`src/rtl/proc_pkg.sv`:
```
// Shared constants, instruction word layout and enums for the instruction sequencer.
package proc_pkg;

    localparam int DW  = 4;
    localparam int AW  = 3;
    localparam int PCW = 4;
    localparam int IW  = 12;

    typedef enum logic [2:0] {
        OP_NOP  = 3'b000,
        OP_ADD  = 3'b001,
        OP_SUB  = 3'b010,
        OP_AND  = 3'b011,
        OP_OR   = 3'b100,
        OP_XOR  = 3'b101,
        OP_LDI  = 3'b110,
        OP_HALT = 3'b111
    } op_e;

    typedef enum logic [2:0] {
        ST_IDLE   = 3'd0,
        ST_FETCH  = 3'd1,
        ST_EXEC   = 3'd2,
        ST_WB     = 3'd3,
        ST_HALTED = 3'd4
    } state_e;

    // LDI reuses the low four bits (rs1[0], rs2) as its immediate.
    typedef struct packed {
        op_e        op;
        logic [2:0] rd;
        logic [2:0] rs1;
        logic [2:0] rs2;
    } instr_t;

endpackage

```
`src/rtl/alu.sv`:
```
// Purpose: combinational ALU for ADD/SUB/AND/OR/XOR with carry/borrow out.
// Latency: zero cycles, purely combinational.
// Backpressure: none; result is valid whenever inputs are.
module alu #(
    parameter int DW = proc_pkg::DW
) (
    input  proc_pkg::op_e   op,
    input  logic [DW-1:0]   a,
    input  logic [DW-1:0]   b,
    output logic [DW-1:0]   r,
    output logic            c
);
    import proc_pkg::*;

    always_comb begin
        r = '0;
        c = 1'b0;
        case (op)
            OP_ADD: {c, r} = {1'b0, a} + {1'b0, b};
            OP_SUB: begin
                r = a - b;
                c = (a < b);
            end
            OP_AND: r = a & b;
            OP_OR:  r = a | b;
            OP_XOR: r = a ^ b;
            default: begin
                r = '0;
                c = 1'b0;
            end
        endcase
    end

endmodule

```
`src/rtl/instr_sequencer.sv`:
```
// Purpose: multi-cycle FETCH/EXEC/WB sequencer driving an external ROM and register file.
// Latency: ALU/LDI 3 cycles, NOP 2 cycles, HALT reaches HALTED 2 cycles after its fetch.
// Backpressure: none; start is only honoured in IDLE or HALTED and ignored while busy.
module instr_sequencer #(
    parameter int DW  = proc_pkg::DW,
    parameter int AW  = proc_pkg::AW,
    parameter int PCW = proc_pkg::PCW
) (
    input  logic                    clk,
    input  logic                    rst_n,
    input  logic                    start,
    input  logic [proc_pkg::IW-1:0] instr,
    output logic [PCW-1:0]          pc,
    output logic [AW-1:0]           a1,
    output logic [AW-1:0]           a2,
    input  logic [DW-1:0]           d1,
    input  logic [DW-1:0]           d2,
    output logic [AW-1:0]           a3,
    output logic [DW-1:0]           d3,
    output logic                    we3,
    output logic                    flag_z,
    output logic                    flag_c,
    output logic                    busy,
    output logic                    done
);
    import proc_pkg::*;

    state_e         state_q, state_d;
    logic [PCW-1:0] pc_q, pc_d;
    instr_t         ir_q, ir_d;
    logic [DW-1:0]  res_q, res_d;
    logic           z_q, z_d;
    logic           c_q, c_d;

    logic [DW-1:0]  alu_r;
    logic           alu_c;

    alu #(.DW(DW)) u_alu (
        .op (ir_q.op),
        .a  (d1),
        .b  (d2),
        .r  (alu_r),
        .c  (alu_c)
    );

    always_ff @(posedge clk or negedge rst_n) begin
        if (!rst_n) begin
            state_q <= ST_IDLE;
            pc_q    <= '0;
            ir_q    <= '0;
            res_q   <= '0;
            z_q     <= 1'b0;
            c_q     <= 1'b0;
        end else begin
            state_q <= state_d;
            pc_q    <= pc_d;
            ir_q    <= ir_d;
            res_q   <= res_d;
            z_q     <= z_d;
            c_q     <= c_d;
        end
    end

    always_comb begin
        state_d = state_q;
        pc_d    = pc_q;
        ir_d    = ir_q;
        res_d   = res_q;
        z_d     = z_q;
        c_d     = c_q;
        case (state_q)
            ST_IDLE, ST_HALTED: begin
                if (start) begin
                    state_d = ST_FETCH;
                    pc_d    = '0;
                end
            end
            ST_FETCH: begin
                ir_d    = instr_t'(instr);
                state_d = ST_EXEC;
            end
            ST_EXEC: begin
                case (ir_q.op)
                    OP_NOP: begin
                        state_d = ST_FETCH;
                        pc_d    = pc_q + 1'b1;
                    end
                    OP_HALT: state_d = ST_HALTED;
                    OP_LDI: begin
                        res_d   = DW'({ir_q.rs1[0], ir_q.rs2});
                        state_d = ST_WB;
                    end
                    default: begin
                        res_d   = alu_r;
                        c_d     = alu_c;
                        z_d     = (alu_r == '0);
                        state_d = ST_WB;
                    end
                endcase
            end
            ST_WB: begin
                state_d = ST_FETCH;
                pc_d    = pc_q + 1'b1;
            end
            default: state_d = ST_IDLE;
        endcase
    end

    // Read/write addresses come straight from IR, which only changes at the
    // FETCH->EXEC edge, so a1/a2 naturally hold their last EXEC values.
    assign pc     = pc_q;
    assign a1     = AW'(ir_q.rs1);
    assign a2     = AW'(ir_q.rs2);
    assign a3     = AW'(ir_q.rd);
    assign d3     = res_q;
    assign we3    = (state_q == ST_WB);
    assign flag_z = z_q;
    assign flag_c = c_q;
    assign busy   = (state_q == ST_FETCH) || (state_q == ST_EXEC) || (state_q == ST_WB);
    assign done   = (state_q == ST_HALTED);

endmodule

```
`config.mk`:
```
export PLATFORM = sky130hd
export DESIGN_NAME = instr_sequencer
export DESIGN_NICKNAME = d
export VERILOG_FILES = /design/src/rtl/proc_pkg.sv /design/src/rtl/alu.sv /design/src/rtl/instr_sequencer.sv
export SDC_FILE = /design/constraint.sdc
export NUM_CORES = 1
export LEC_CHECK = 0
export CAP_MARGIN = 15
export CORE_MARGIN = 1.5
export CORE_UTILIZATION = 40
export CTS_CLUSTER_SIZE = 8
export DETAILED_ROUTE_END_ITERATION = 8
export PLACE_DENSITY_LB_ADDON = 0.08
export SLEW_MARGIN = 30
export SYNTH_ARGS = -nofsm -noshare
export SYNTH_HDL_FRONTEND = slang
export SYNTH_SLANG_ARGS = --single-unit
```
`constraint.sdc`:
```
create_clock -name clk -period 2 [get_ports clk]
set_clock_uncertainty 0.2 [all_clocks]
set_input_delay 0.3 -clock clk [delete_from_list [all_inputs] [get_ports clk]]
set_output_delay 0.3 -clock clk [all_outputs]
set_load 0.05 [all_outputs]
```
==> results of run 1 <==
==> layout make-up <==
type	count	share of cell area [%]
Tap cell	50	2.59
Sequential cell	25	25.9
Clock buffer	3	1.71
Clock inverter	1	0.310
Timing Repair Buffer	66	25.3
Inverter	10	2.07
Multi-Input combinational cell	120	42.1
==> metrics by stage <==
| step | power (W) | instances | hold slack [ns] | setup WS [ns] | setup TNS [ns] |
|---|---|---|---|---|---|
| 6_report | 0.00370 | 275 | 0.187 | -0.0448 | -0.0448 |
| 5_1_grt | 0.00397 | 275 | 0.206 | -0.116 | -0.116 |
| 2_1_floorplan | 0.00267 | 169 | -0.196 | -0.172 | -0.172 |
| 3_3_place_gp | 0.00328 | 268 | 0.270 | -0.904 | -3.89 |
| 4_1_cts | 0.00370 | 275 | 0.196 | -0.0535 | -0.0535 |
| 3_5_place_dp | 0.00333 | 268 | 0.283 | -0.956 | -4.01 |
==> placed cells by master (no fill, tap or decap), types with 2 or more instances in the layout <==
master / n
sky130_fd_sc_hd__a21o_1: 2
sky130_fd_sc_hd__a21oi_1: 8
sky130_fd_sc_hd__a21oi_2: 2
sky130_fd_sc_hd__a22oi_1: 2
sky130_fd_sc_hd__and2_1: 3
sky130_fd_sc_hd__buf_12: 4
sky130_fd_sc_hd__buf_4: 35
sky130_fd_sc_hd__buf_6: 2
sky130_fd_sc_hd__clkbuf_8: 3
sky130_fd_sc_hd__clkdlybuf4s50_1: 21
sky130_fd_sc_hd__dfrtp_1: 25
sky130_fd_sc_hd__ha_1: 11
sky130_fd_sc_hd__ha_4: 2
sky130_fd_sc_hd__inv_1: 6
sky130_fd_sc_hd__inv_2: 3
sky130_fd_sc_hd__mux2_2: 12
sky130_fd_sc_hd__nand2_1: 12
sky130_fd_sc_hd__nand2b_1: 5
sky130_fd_sc_hd__nand3_1: 3
sky130_fd_sc_hd__nand3b_1: 2
sky130_fd_sc_hd__nor2_1: 11
sky130_fd_sc_hd__nor3_1: 2
sky130_fd_sc_hd__nor3_4: 2
sky130_fd_sc_hd__o21ai_0: 7
sky130_fd_sc_hd__o221ai_2: 2
sky130_fd_sc_hd__xor2_1: 2
==> kinds of logic (layout without fill, tap and decap cells) <==
| family | Yosys count | after routing | synth area share [%] |
|---|---|---|---|
| flops | 25 | 25 | 37.1 |
| compound gates | 33 | 33 | 13.2 |
| mux | 13 | 13 | 8.62 |
| xor+xnor | 3 | 3 | 1.56 |
| simple gates | 56 | 56 | 19.4 |
| buf+inv | 24 | 80 | 8.02 |
| fa+ha+maj | 15 | 15 | 12.0 |
==> registers in the layout (all words and copies together), names as in the netlist <==
| register | cells |
|---|---|
| pc | 4 |
| flag_c | 1 |
| state_q | 3 |
| a1 | 3 |
| d3 | 4 |
| a3 | 3 |
| ir_q | 3 |
| flag_z | 1 |
| a2 | 3 |
==> worst reg2reg max path: cells and delay by family (launching register included) <==
kind                   cells  cell delay [ns]
and+or+nand+nor            4             0.73
DFF                        1             0.52
AOI/OAI and AO/OA          1             0.21
buffers and inverters      1             0.16
==> cell usage after synthesis (2+ instances only) <==
cell type | n | area, um2
sky130_fd_sc_hd__nor2_1 | 11 | 41.3
sky130_fd_sc_hd__a32o_1 | 2 | 20.0
sky130_fd_sc_hd__fa_1 | 2 | 40.0
sky130_fd_sc_hd__buf_2 | 3 | 15.0
sky130_fd_sc_hd__dfrtp_1 | 25 | 626
sky130_fd_sc_hd__and2_1 | 3 | 18.8
sky130_fd_sc_hd__mux2_2 | 12 | 135
sky130_fd_sc_hd__o31ai_1 | 2 | 15.0
sky130_fd_sc_hd__buf_4 | 11 | 82.6
sky130_fd_sc_hd__inv_1 | 10 | 37.5
sky130_fd_sc_hd__o21ai_0 | 7 | 35.0
sky130_fd_sc_hd__a21oi_1 | 9 | 45.0
sky130_fd_sc_hd__ha_1 | 13 | 163
sky130_fd_sc_hd__nand3_1 | 4 | 20.0
sky130_fd_sc_hd__a21o_1 | 2 | 15.0
sky130_fd_sc_hd__a22oi_1 | 2 | 15.0
sky130_fd_sc_hd__nand2_1 | 12 | 45.0
sky130_fd_sc_hd__xor2_1 | 2 | 17.5
sky130_fd_sc_hd__o221ai_1 | 2 | 17.5
sky130_fd_sc_hd__nor3_1 | 4 | 20.0
sky130_fd_sc_hd__nor2b_1 | 3 | 18.8
sky130_fd_sc_hd__nand2b_1 | 5 | 31.3
sky130_fd_sc_hd__nand3b_1 | 2 | 15.0
==> metal layers <==
metal	GRT usage (%)	vias up
met5	0	-
met4	3.25	0
met3	4.93	2
met2	30.6	38
met1	21.9	699
li1	-	696
==> what timing repair did <==
action | 4_1_cts | 5_1_grt
buffers inserted | 4 | 0
setup endpoints to repair | 6 | 5
endpoints found under the hold margin | 0 | 0
pin swaps | 10 | 6
resized for setup | 31 | 15
==> where the power goes <==
group	internal, W	total (W)	switching (W)
clock network	0.000141	0.000299	0.000158
registers	0.000739	0.000993	0.000254
logic	0.00103	0.00241	0.00139
total	0.00191	0.00370	0.00180
==> path summary, 6_finish.rpt <==
path,from,to,slack (ns)
worst max-delay path,d1[0],flag_z$_DFFE_PN0P_,-0.04
worst min-delay path,rst_n,ir_q[9]$_DFFE_PN0P_,0.19
worst max register to register,ir_q[11]$_DFFE_PN0P_,flag_z$_DFFE_PN0P_,0.11
worst min register to register,d3[0]$_DFFE_PN0P_,d3[0]$_DFFE_PN0P_,0.30
max in group asynchronous,rst_n,flag_z$_DFFE_PN0P_,1.17
min in group clk,d3[0]$_DFFE_PN0P_,d3[0]$_DFFE_PN0P_,0.30
==> run summary, run 1 <==
Finish
• 0 — count of antenna diodes in the layout
• 1020 um2 — Multi-input gate area
• 60.1% — fraction of the core area covered by cells at the end of the flow
• 2420 um2 — post-route design area
• 347 — number of fill cells in the layout
• 37.3% — fraction of layout cells with a size suffix above 1
• 264 — fin nets
• 43.7% — synthesis-to-layout area growth
• 626 um2 — area taken by flip-flops and latches

Critical path
• register — category of the worst setup path capture point
• 2 — critical path buffer and inverter count
• buf_12, inv_12, ha_4, fa_1, or3b_1, a21oi_2, a221oi_2, nor4b_2, a32o_2 — cell-by-cell listing of the critical path
• adder cells — category of cells accounting for the largest share of critical-path delay
• in2reg — category of the most critical setup path
• 1.96 ns — Required @ worst endpoint
• sky130_fd_sc_hd__fa_1 — critical-path cell with the highest stage delay
• input port — CP startpoint kind
• 2.00 ns — WP data arrival
• 2 — highest fanout seen on the critical path
• 6 — worst reg2reg path depth
• 9 — number of cells on the critical path
• 0.44 ns — delay of the slowest critical-path stage

Clocking
• 3 — CTS buffer count
• 25 — clock sink count
• 0.09 ns — CTS clk-pin slew, worst paths
• 1 — H-tree level count
• 0 — number of buffers added to fix hold violations after cts
• 0.27 ns — Worst-Skew Late Latency
• sky130_fd_sc_hd__clkbuf_8 — cell chosen for the clock root
• 2 — maximum clock insertion buffer count
• done — TritonCTS clock tree

GRT
• 26 — largest net degree at the start of global routing
• 1432 — vias in the first global route
• 0 — antenna violations before repair
• 6180 um — global-route wire length before repair
• 17.6% — GRT Overall Usage
• 0 — remaining global-route overflow

Drt
• 1960 um — DR WL met2
• 0 — antenna viol nets, final
• 13.6 um — routed length per placed instance
• 199 um — length of routed met3 wiring
• 83 — initial drt markers
• 1580 um — wire length the detailed router placed on met1
• met4 — topmost layer with routed signal wires
• 0 — DRC
• 5.22 — vias per cell
• 3750 um — Final Routed Wirelength
• 4 — number of detailed-route iterations in the first pass
• 1435 — detailed-route via count

Timing
• 0 — Fin. Hold Viols
• 102% — Period Utilization, post-route
• 2.04 ns — shortest clock period the worst path allows after layout
• 0.498 ns — slew of the pin with the lowest slew margin
• true — setup repair after global routing missed its margin
• 1 — final count of negative-setup-slack endpoints
• -0.0448 ns — final setup slack of the worst path
• 66.7% — headroom to the max-slew limit
• 0 — count of pins over their slew limit
• 0.489 GHz — max frequency

Yosys
• 0 — total number of yosys warnings
• 1680 um2 — post-synthesis instance area
• 44 — Yosys cell types
• 169 — Synth Instances
• 9.97 um2 — per-instance average area after synthesis
• 0 — count of flip-flops with a built-in enable after synthesis
• 100% — share of async-settable or async-resettable flops after synthesis
• sky130_fd_sc_hd__dfrtp_1 — main flop type after synthesis
• 25 — flop and latch count out of synthesis
• 37.1% — part of the Yosys area used for sequential elements
• 207 — syn nets

Placement
• 2250 um2 — total placed instance area
• 0.857 — placer's final routability congestion estimate
• 44 — I/O Buffers
• 2900 um — HPWL after detailed placement

Die
• 23 — floorplan row count
• 67.9 um — Die Span X
• 4610 um2 — die outline area
• 4030 um2 — placeable core area
• 45 — I/O pin total
• 41.8% — Initial Utilization
• 67.9 um — Die Ht

Power and ir drop
• 1.10 nW — P_leak
• 0.00103 V — worst vdd ir
• 1530 nW/um2 — power density over the cells

Min path
• in2async — worst hold-check path type

Run
• 0 — number of maximum-capacitance constraint violations

Outcome
• finished, violations left — status
• setup timing — violations in the final reports

No activity file was read; power rests on OpenSTA's default activity.
==> run 2, diff against run 1 <==
--- a/config.mk
+++ b/config.mk
@@ -10,6 +10,7 @@
 export CORE_UTILIZATION = 40
 export CTS_CLUSTER_SIZE = 8
 export DETAILED_ROUTE_END_ITERATION = 8
+export GPL_TIMING_DRIVEN = 0
 export PLACE_DENSITY_LB_ADDON = 0.08
 export SLEW_MARGIN = 30
 export SYNTH_ARGS = -nofsm -noshare
==> run 2 against run 1 <==
Clock power down 2%. Flip-flop and latch count unchanged. Worst setup slack worse by 0.043 ns. Critical path depth unchanged. Fmax down 2.1%. Via count down 1.6%. Routed wire length up 4.1%. Register-to-register slack better by 0.03 ns. The run still ends with setup timing left. Global-route usage up 0.35 points. Worst hold slack better by 0.12 ns. Core utilization down 2.0 points. Combinational power about the same.
==> run summary, run 2 (synthesis gave the netlist of run 1 again) <==
Timing
• 2.09 ns — shortest clock period the worst path allows after layout
• -0.0880 ns — accumulated negative setup slack
• 0 — Fin. Hold Viols
• 1 — final count of negative-setup-slack endpoints
• true — setup repair after global routing missed its margin
• 0.567 ns — slew of the pin with the lowest slew margin
• 62.2% — headroom to the max-slew limit
• -0.0880 ns — final setup slack of the worst path
• 0 — count of pins over their slew limit
• 0.479 GHz — max frequency
• 104% — Period Utilization, post-route

Clocking
• 0.09 ns — CTS clk-pin slew, worst paths
• 3 — CTS buffer count
• 25 — clock sink count
• done — TritonCTS clock tree
• 2 — maximum clock insertion buffer count
• sky130_fd_sc_hd__clkbuf_8 — cell chosen for the clock root
• 1 — H-tree level count
• 0.26 ns — Worst-Skew Late Latency

Drt
• 1412 — detailed-route via count
• 44 — initial drt markers
• 0 — antenna viol nets, final
• 3900 um — Final Routed Wirelength
• 14.2 um — routed length per placed instance
• 4 — number of detailed-route iterations in the first pass
• 5.13 — vias per cell
• 0 — DRC

Critical path
• buf_12, inv_12, ha_4, fa_1, or3b_1, a21oi_2, a221oi_2, nor4b_4, a32o_1 — cell-by-cell listing of the critical path
• 0.14 ns — slack of the worst reg-to-reg path
• 1.96 ns — Required @ worst endpoint
• in2reg — category of the most critical setup path
• 9 — number of cells on the critical path
• 2 — highest fanout seen on the critical path
• input port — CP startpoint kind
• 2.05 ns — WP data arrival
• d1[0] — worst setup path startpoint
• d3[3]$_DFFE_PN0P_ — Crit Reg-Reg Endpoint
• state_q[2]$_DFFE_PN0P_ — startpoint of the worst register-to-register path
• 2 — critical path buffer and inverter count
• sky130_fd_sc_hd__fa_1 — critical-path cell with the highest stage delay
• 0.47 ns — delay of the slowest critical-path stage
• register — category of the worst setup path capture point
• 5 — worst reg2reg path depth
• flag_z$_DFFE_PN0P_ — capture point of the worst path
• adder cells — category of cells accounting for the largest share of critical-path delay

Die
• 4610 um2 — die outline area
• 67.9 um — Die Ht
• 45 — I/O pin total
• 4030 um2 — placeable core area
• 23 — floorplan row count
• 41.8% — Initial Utilization
• 67.9 um — Die Span X

Finish
• 264 — fin nets
• 275 — final non-filler cell total
• 39.0% — synthesis-to-layout area growth
• sky130_fd_sc_hd__dfrtp_1 (25), sky130_fd_sc_hd__clkdlybuf4s50_1 (20), sky130_fd_sc_hd__buf_4 (18) — most frequent cells in the layout
• 363 — number of fill cells in the layout
• 0 — count of antenna diodes in the layout
• sky130_fd_sc_hd__dfrtp_1 — most frequent standard cell in the layout excluding fill and tap cells
• 27.1% — fraction of layout cells with a size suffix above 1

Outcome
• setup timing — violations in the final reports
• finished, violations left — status

Placement
• 0.782 — placer's final routability congestion estimate
• 44 — I/O Buffers
• 2970 um — HPWL after detailed placement
• 263 — number of cells in the design after placement
• -0.968 ns — pre-CTS setup slack

Power and ir drop
• 0.00186 W — internal power
• 25.9% — share of power burned in registers
• 1570 nW/um2 — power density over the cells
• 0.00367 W — total chip power
• 8.0% — share of power burned in the clock network
• 49.3% — switching share of power
• 0.00181 W — total net switching power
• 66.1% — power share of the combinational group
• 0.00104 V — worst vdd ir
• 1.13 nW — P_leak

GRT
• 17.9% — GRT Overall Usage
• 1373 — vias in the first global route
• 0 — remaining global-route overflow
• 26 — largest net degree at the start of global routing
• 0 — antenna violations before repair
• 6290 um — global-route wire length before repair

Min path
• flag_z$_DFFE_PN0P_ — Min-Delay Startpoint
• reg2reg — worst hold-check path type

Run
• 0 — number of maximum-capacitance constraint violations

[run 2: cell types whose count changed in the layout (fill, tap and decap cells not counted), moves of 2 or more]
cell and change:
sky130_fd_sc_hd__buf_12 -3, sky130_fd_sc_hd__buf_2 +5, sky130_fd_sc_hd__buf_4 -17, sky130_fd_sc_hd__clkbuf_2 +2, sky130_fd_sc_hd__dlygate4sd2_1 +10, sky130_fd_sc_hd__dlymetal6s2s_1 +3
sky130_fd_sc_hd__inv_1 +3, sky130_fd_sc_hd__inv_2 -3
[run 2: worst min-delay path by stage]
stage / to / slack, ns / depth (start not counted)
after floorplan: a1[0]$_DFFE_PN0P_ / -0.20 / 0
after global placement: d3[0]$_DFFE_PN0P_ / 0.27 / 2
after detailed placement: pc[3]$_DFFE_PN0P_ / 0.13 / 1
after CTS: flag_z$_DFFE_PN0P_ / 0.31 / 1
after global routing: flag_z$_DFFE_PN0P_ / 0.33 / 1
final: flag_z$_DFFE_PN0P_ / 0.31 / 1
[run 2: final cells by class]
| cell class | count | area [um2] | share of cell area (%) |
|---|---|---|---|
| well taps | 50 | 62.6 | 2.67 |
| flip-flops and latches | 25 | 626 | 26.7 |
| plain buffers | 14 | 104 | 4.44 |
| repair buffers | 52 | 480 | 20.5 |
| clock inverters | 1 | 5.00 | 0.214 |
| clock buffers | 3 | 41.3 | 1.76 |
| multi-input cells | 120 | 972 | 41.5 |
| inverters | 10 | 50.0 | 2.14 |
[run 2: per-layer routing]
layer  vias to the layer above  global-route usage, %  part of all wire, %
li1                        696                      -                    -
met1                       669                   23.2                   45
met4                         0                   3.50                 0.41
met5                         -                      0                    0
met2                        45                   31.0                   50
met3                         2                   3.95                  4.7
[run 2: repair_timing]
| action | in CTS | in global routing |
|---|---|---|
| hold endpoints to repair | 25 | 0 |
| setup endpoints to repair | 18 | 9 |
| hold buffers | 1 | 0 |
| resized for setup | 39 | 25 |
| buffers inserted | 2 | 5 |
| pin swaps | 4 | 8 |
[run 2: through the flow]
stage,hold WS [ns],area [um2],util [%]
after floorplan,-0.196,1710,-
after global placement,0.268,2210,54.9
after detailed placement,0.128,2210,54.8
after CTS,0.313,2290,56.8
after global routing,0.333,2340,58.1
final,0.309,2340,58.1
[run 2: power by group through the flow]
stage,registers [W],clock network (W),logic [W]
3_3_place_gp,0.000941,0,0.00236
5_1_grt,0.000994,0.000329,0.00259
3_5_place_dp,0.000965,0,0.00241
2_1_floorplan,0.00118,0,0.00150
4_1_cts,0.000957,0.000301,0.00238
6_report,0.000950,0.000293,0.00243
==> run 3, diff against run 2 <==
--- a/config.mk
+++ b/config.mk
@@ -15,4 +15,5 @@
 export SLEW_MARGIN = 30
 export SYNTH_ARGS = -nofsm -noshare
 export SYNTH_HDL_FRONTEND = slang
+export SYNTH_HIERARCHICAL = 1
 export SYNTH_SLANG_ARGS = --single-unit
==> run 3 against run 2 <==
Sequential share of layout area fell by 2.8 points. Design area rose by 12%. Clock-buffer cell count up 1. Via count is 2.8% higher. Cell count fell by 0.36%. Fmax grew 1.4%. Non-clock buffer count rose by 4. Critical path type is now reg2reg. Critical endpoint is now d3[2]$_DFFE_PN0P_. Synthesized cell count down 3.6%. The flow still finishes with violations (setup timing). Critical path depth decreased by 1. First-iteration DRC count grew 93%. Area after synthesis increased by 2.7%.
==> run summary, run 3 <==
Outcome
• finished, violations left — status
• setup timing — violations in the final reports

Critical path
• sky130_fd_sc_hd__dfrtp_2 — critical-path cell with the highest stage delay
• register — CP startpoint kind
• register — category of the worst setup path capture point
• 2 — critical path buffer and inverter count
• reg2reg — category of the most critical setup path
• buf_8, buf_4, o21ai_2, o22ai_1, a21oi_1, o21ai_2, mux2_4, mux2_4 — cell-by-cell listing of the critical path
• 7 — highest fanout seen on the critical path
• multiplexers — category of cells accounting for the largest share of critical-path delay
• 2.02 ns — WP data arrival
• 0.45 ns — delay of the slowest critical-path stage
• 1.96 ns — Required @ worst endpoint

Clocking
• 1 — H-tree level count
• done — TritonCTS clock tree
• sky130_fd_sc_hd__clkbuf_8 — cell chosen for the clock root
• 25 — clock sink count
• 3 — CTS buffer count
• 2 — maximum clock insertion buffer count
• 0.27 ns — Worst-Skew Late Latency
• 0.09 ns — CTS clk-pin slew, worst paths

GRT
• 26 — largest net degree at the start of global routing
• 1431 — vias in the first global route
• 0 — remaining global-route overflow
• 19.2% — GRT Overall Usage
• 0 — antenna violations before repair
• 6670 um — global-route wire length before repair

Yosys
• 163 — Synth Instances
• 10.6 um2 — per-instance average area after synthesis
• 1730 um2 — post-synthesis instance area
• 36.2% — fraction of post-synthesis cell area in the top cell type by area
• sky130_fd_sc_hd__dfrtp_1 (25), sky130_fd_sc_hd__mux2_2 (21), sky130_fd_sc_hd__ha_1 (13) — most frequent cells after synthesis
• sky130_fd_sc_hd__dfrtp_1 — top cell type by total area after synthesis
• 6 — total number of yosys warnings
• sky130_fd_sc_hd__dfrtp_1 (36%), sky130_fd_sc_hd__mux2_2 (14%), sky130_fd_sc_hd__ha_1 (9.4%), sky130_fd_sc_hd__buf_4 (4.3%), sky130_fd_sc_hd__inv_1 (2.6%) — ranking of synthesized cells by area
• 43 — Yosys cell types
• 36.2% — part of the Yosys area used for sequential elements
• 0 — count of flip-flops with a built-in enable after synthesis
• sky130_fd_sc_hd__dfrtp_1 — main flop type after synthesis
• sky130_fd_sc_hd__dfrtp_1 — most frequently used cell type in the post-synthesis netlist
• 25 — flop and latch count out of synthesis
• 201 — syn nets
• 100% — share of async-settable or async-resettable flops after synthesis

Timing
• 0 — Fin. Hold Viols
• 0.485 GHz — max frequency
• -0.121 ns — accumulated negative setup slack
• true — setup repair after global routing missed its margin
• 0.577 ns — slew of the pin with the lowest slew margin
• 0.313 ns — worst hold slack
• 3 — final count of negative-setup-slack endpoints
• 2.06 ns — shortest clock period the worst path allows after layout
• 0 — count of pins over their slew limit
• 103% — Period Utilization, post-route
• -0.0601 ns — final setup slack of the worst path
• 61.5% — headroom to the max-slew limit

Die
• 4090 um2 — placeable core area
• 4730 um2 — die outline area
• 42.3% — Initial Utilization
• 23 — floorplan row count
• 45 — I/O pin total
• 68.8 um — Die Span X
• 68.8 um — Die Ht

Min path
• reg2reg — worst hold-check path type

Power and ir drop
• 1.24 nW — P_leak
• 1600 nW/um2 — power density over the cells
• 0.00127 V — worst vdd ir

Placement
• 3030 um — HPWL after detailed placement
• 44 — I/O Buffers
• 0.869 — placer's final routability congestion estimate
• 2360 um2 — total placed instance area

Drt
• 15.8 um — routed length per placed instance
• 4 — number of detailed-route iterations in the first pass
• 4330 um — Final Routed Wirelength
• 5.30 — vias per cell
• 0 — DRC
• 1452 — detailed-route via count
• 85 — initial drt markers
• 0 — antenna viol nets, final

Finish
• sky130_fd_sc_hd__dfrtp_1 (22), sky130_fd_sc_hd__buf_4 (20), sky130_fd_sc_hd__clkdlybuf4s50_1 (16) — most frequent cells in the layout
• 263 — fin nets
• 44.2% — fraction of layout cells with a size suffix above 1
• 51.8% — synthesis-to-layout area growth
• 2630 um2 — post-route design area
• sky130_fd_sc_hd__dfrtp_1 — most frequent standard cell in the layout excluding fill and tap cells
• 0 — count of antenna diodes in the layout

Run
• 0 — number of maximum-capacitance constraint violations

==> run 3: cell types whose count changed after synthesis, sizes merged, moves of 3 or more <==
cell / delta
nand2: -8
a21oi: -5
nor3b: +4
a221o: +3
o21ai: -3
nor2: -4
mux2: +11
==> run 3: repair_timing <==
action,CTS,global route
endpoints found under the hold margin,25,0
gates resized for setup,74,19
gates cloned,0,0
setup endpoints to repair,19,23
pin swaps,13,10
buffers inserted,8,5
hold buffers,1,0
==> run 3: stage by stage <==
stage / cells / setup slack, ns / power, W / util [%]
after global routing: 274 / -0.109 / 0.00445 / 64.3
after CTS: 269 / -0.0295 / 0.00405 / 62.0
after floorplan: 163 / -0.0899 / 0.00286 / -
final: 274 / -0.0601 / 0.00420 / 64.3
after detailed placement: 257 / -0.946 / 0.00356 / 57.7
after global placement: 257 / -0.911 / 0.00351 / 57.8
==> run 3: area by class of cell <==
| type | instances | area, um2 |
|---|---|---|
| flip-flops and latches | 25 | 629 |
| well taps | 50 | 62.6 |
| plain buffers | 12 | 101 |
| multi-input cells | 113 | 1180 |
| clock buffers | 4 | 45.0 |
| repair buffers | 58 | 549 |
| fillers | 355 | 1460 |
| inverters | 12 | 61.3 |
==> run 3: cell families after synthesis <==
family	synth area share, %
AOI/OAI and AO/OA	11.1
xor gates and xnor gates	0.506
adders and majority gates	11.7
buffers and inverters	7.81
DFF	36.2
muxes	15.0
and+or+nand+nor	17.7
==> run 3: worst paths after layout <==
path                                       from                   end  slack (ns)  depth (start not counted)
max in group asynchronous                 rst_n  ir_q[10]$_DFFE_PN0N_        0.83                          2
max reg2reg                ir_q[11]$_DFFE_PN0N_     d3[2]$_DFFE_PN0P_       -0.06                          8
min                          flag_c$_DFFE_PN0P_    flag_c$_DFFE_PN0P_        0.31                          1
max                        ir_q[11]$_DFFE_PN0N_     d3[2]$_DFFE_PN0P_       -0.06                          8
min in group asynchronous                 rst_n  ir_q[11]$_DFFE_PN0N_        0.35                          2
min reg2reg                  flag_c$_DFFE_PN0P_    flag_c$_DFFE_PN0P_        0.31                          1
==> run 3: worst register-to-register path: cells and delay by family, from the launching register on <==
| family | cells | cell delay [ns] |
|---|---|---|
| compound gates | 4 | 0.50 |
| buf+inv | 2 | 0.29 |
| flops | 1 | 0.45 |
| mux | 2 | 0.51 |
==> run 3: metal layers <==
metal	wire length (um)	vias up	GRT usage (%)
met5	0	-	0
met4	60	0	4.66
li1	-	696	-
met2	2040	51	31.1
met1	1950	699	25.6
met3	273	6	4.87
==> run 3: power by group <==
| part | leakage (nW) | total (W) | internal, W | switching, W |
|---|---|---|---|---|
| clock network | 0.0228 | 0.000303 | 0.000143 | 0.000161 |
| logic | 0.916 | 0.00292 | 0.00136 | 0.00156 |
| registers | 0.304 | 0.000973 | 0.000747 | 0.000227 |
| total | 1.24 | 0.00420 | 0.00225 | 0.00195 |
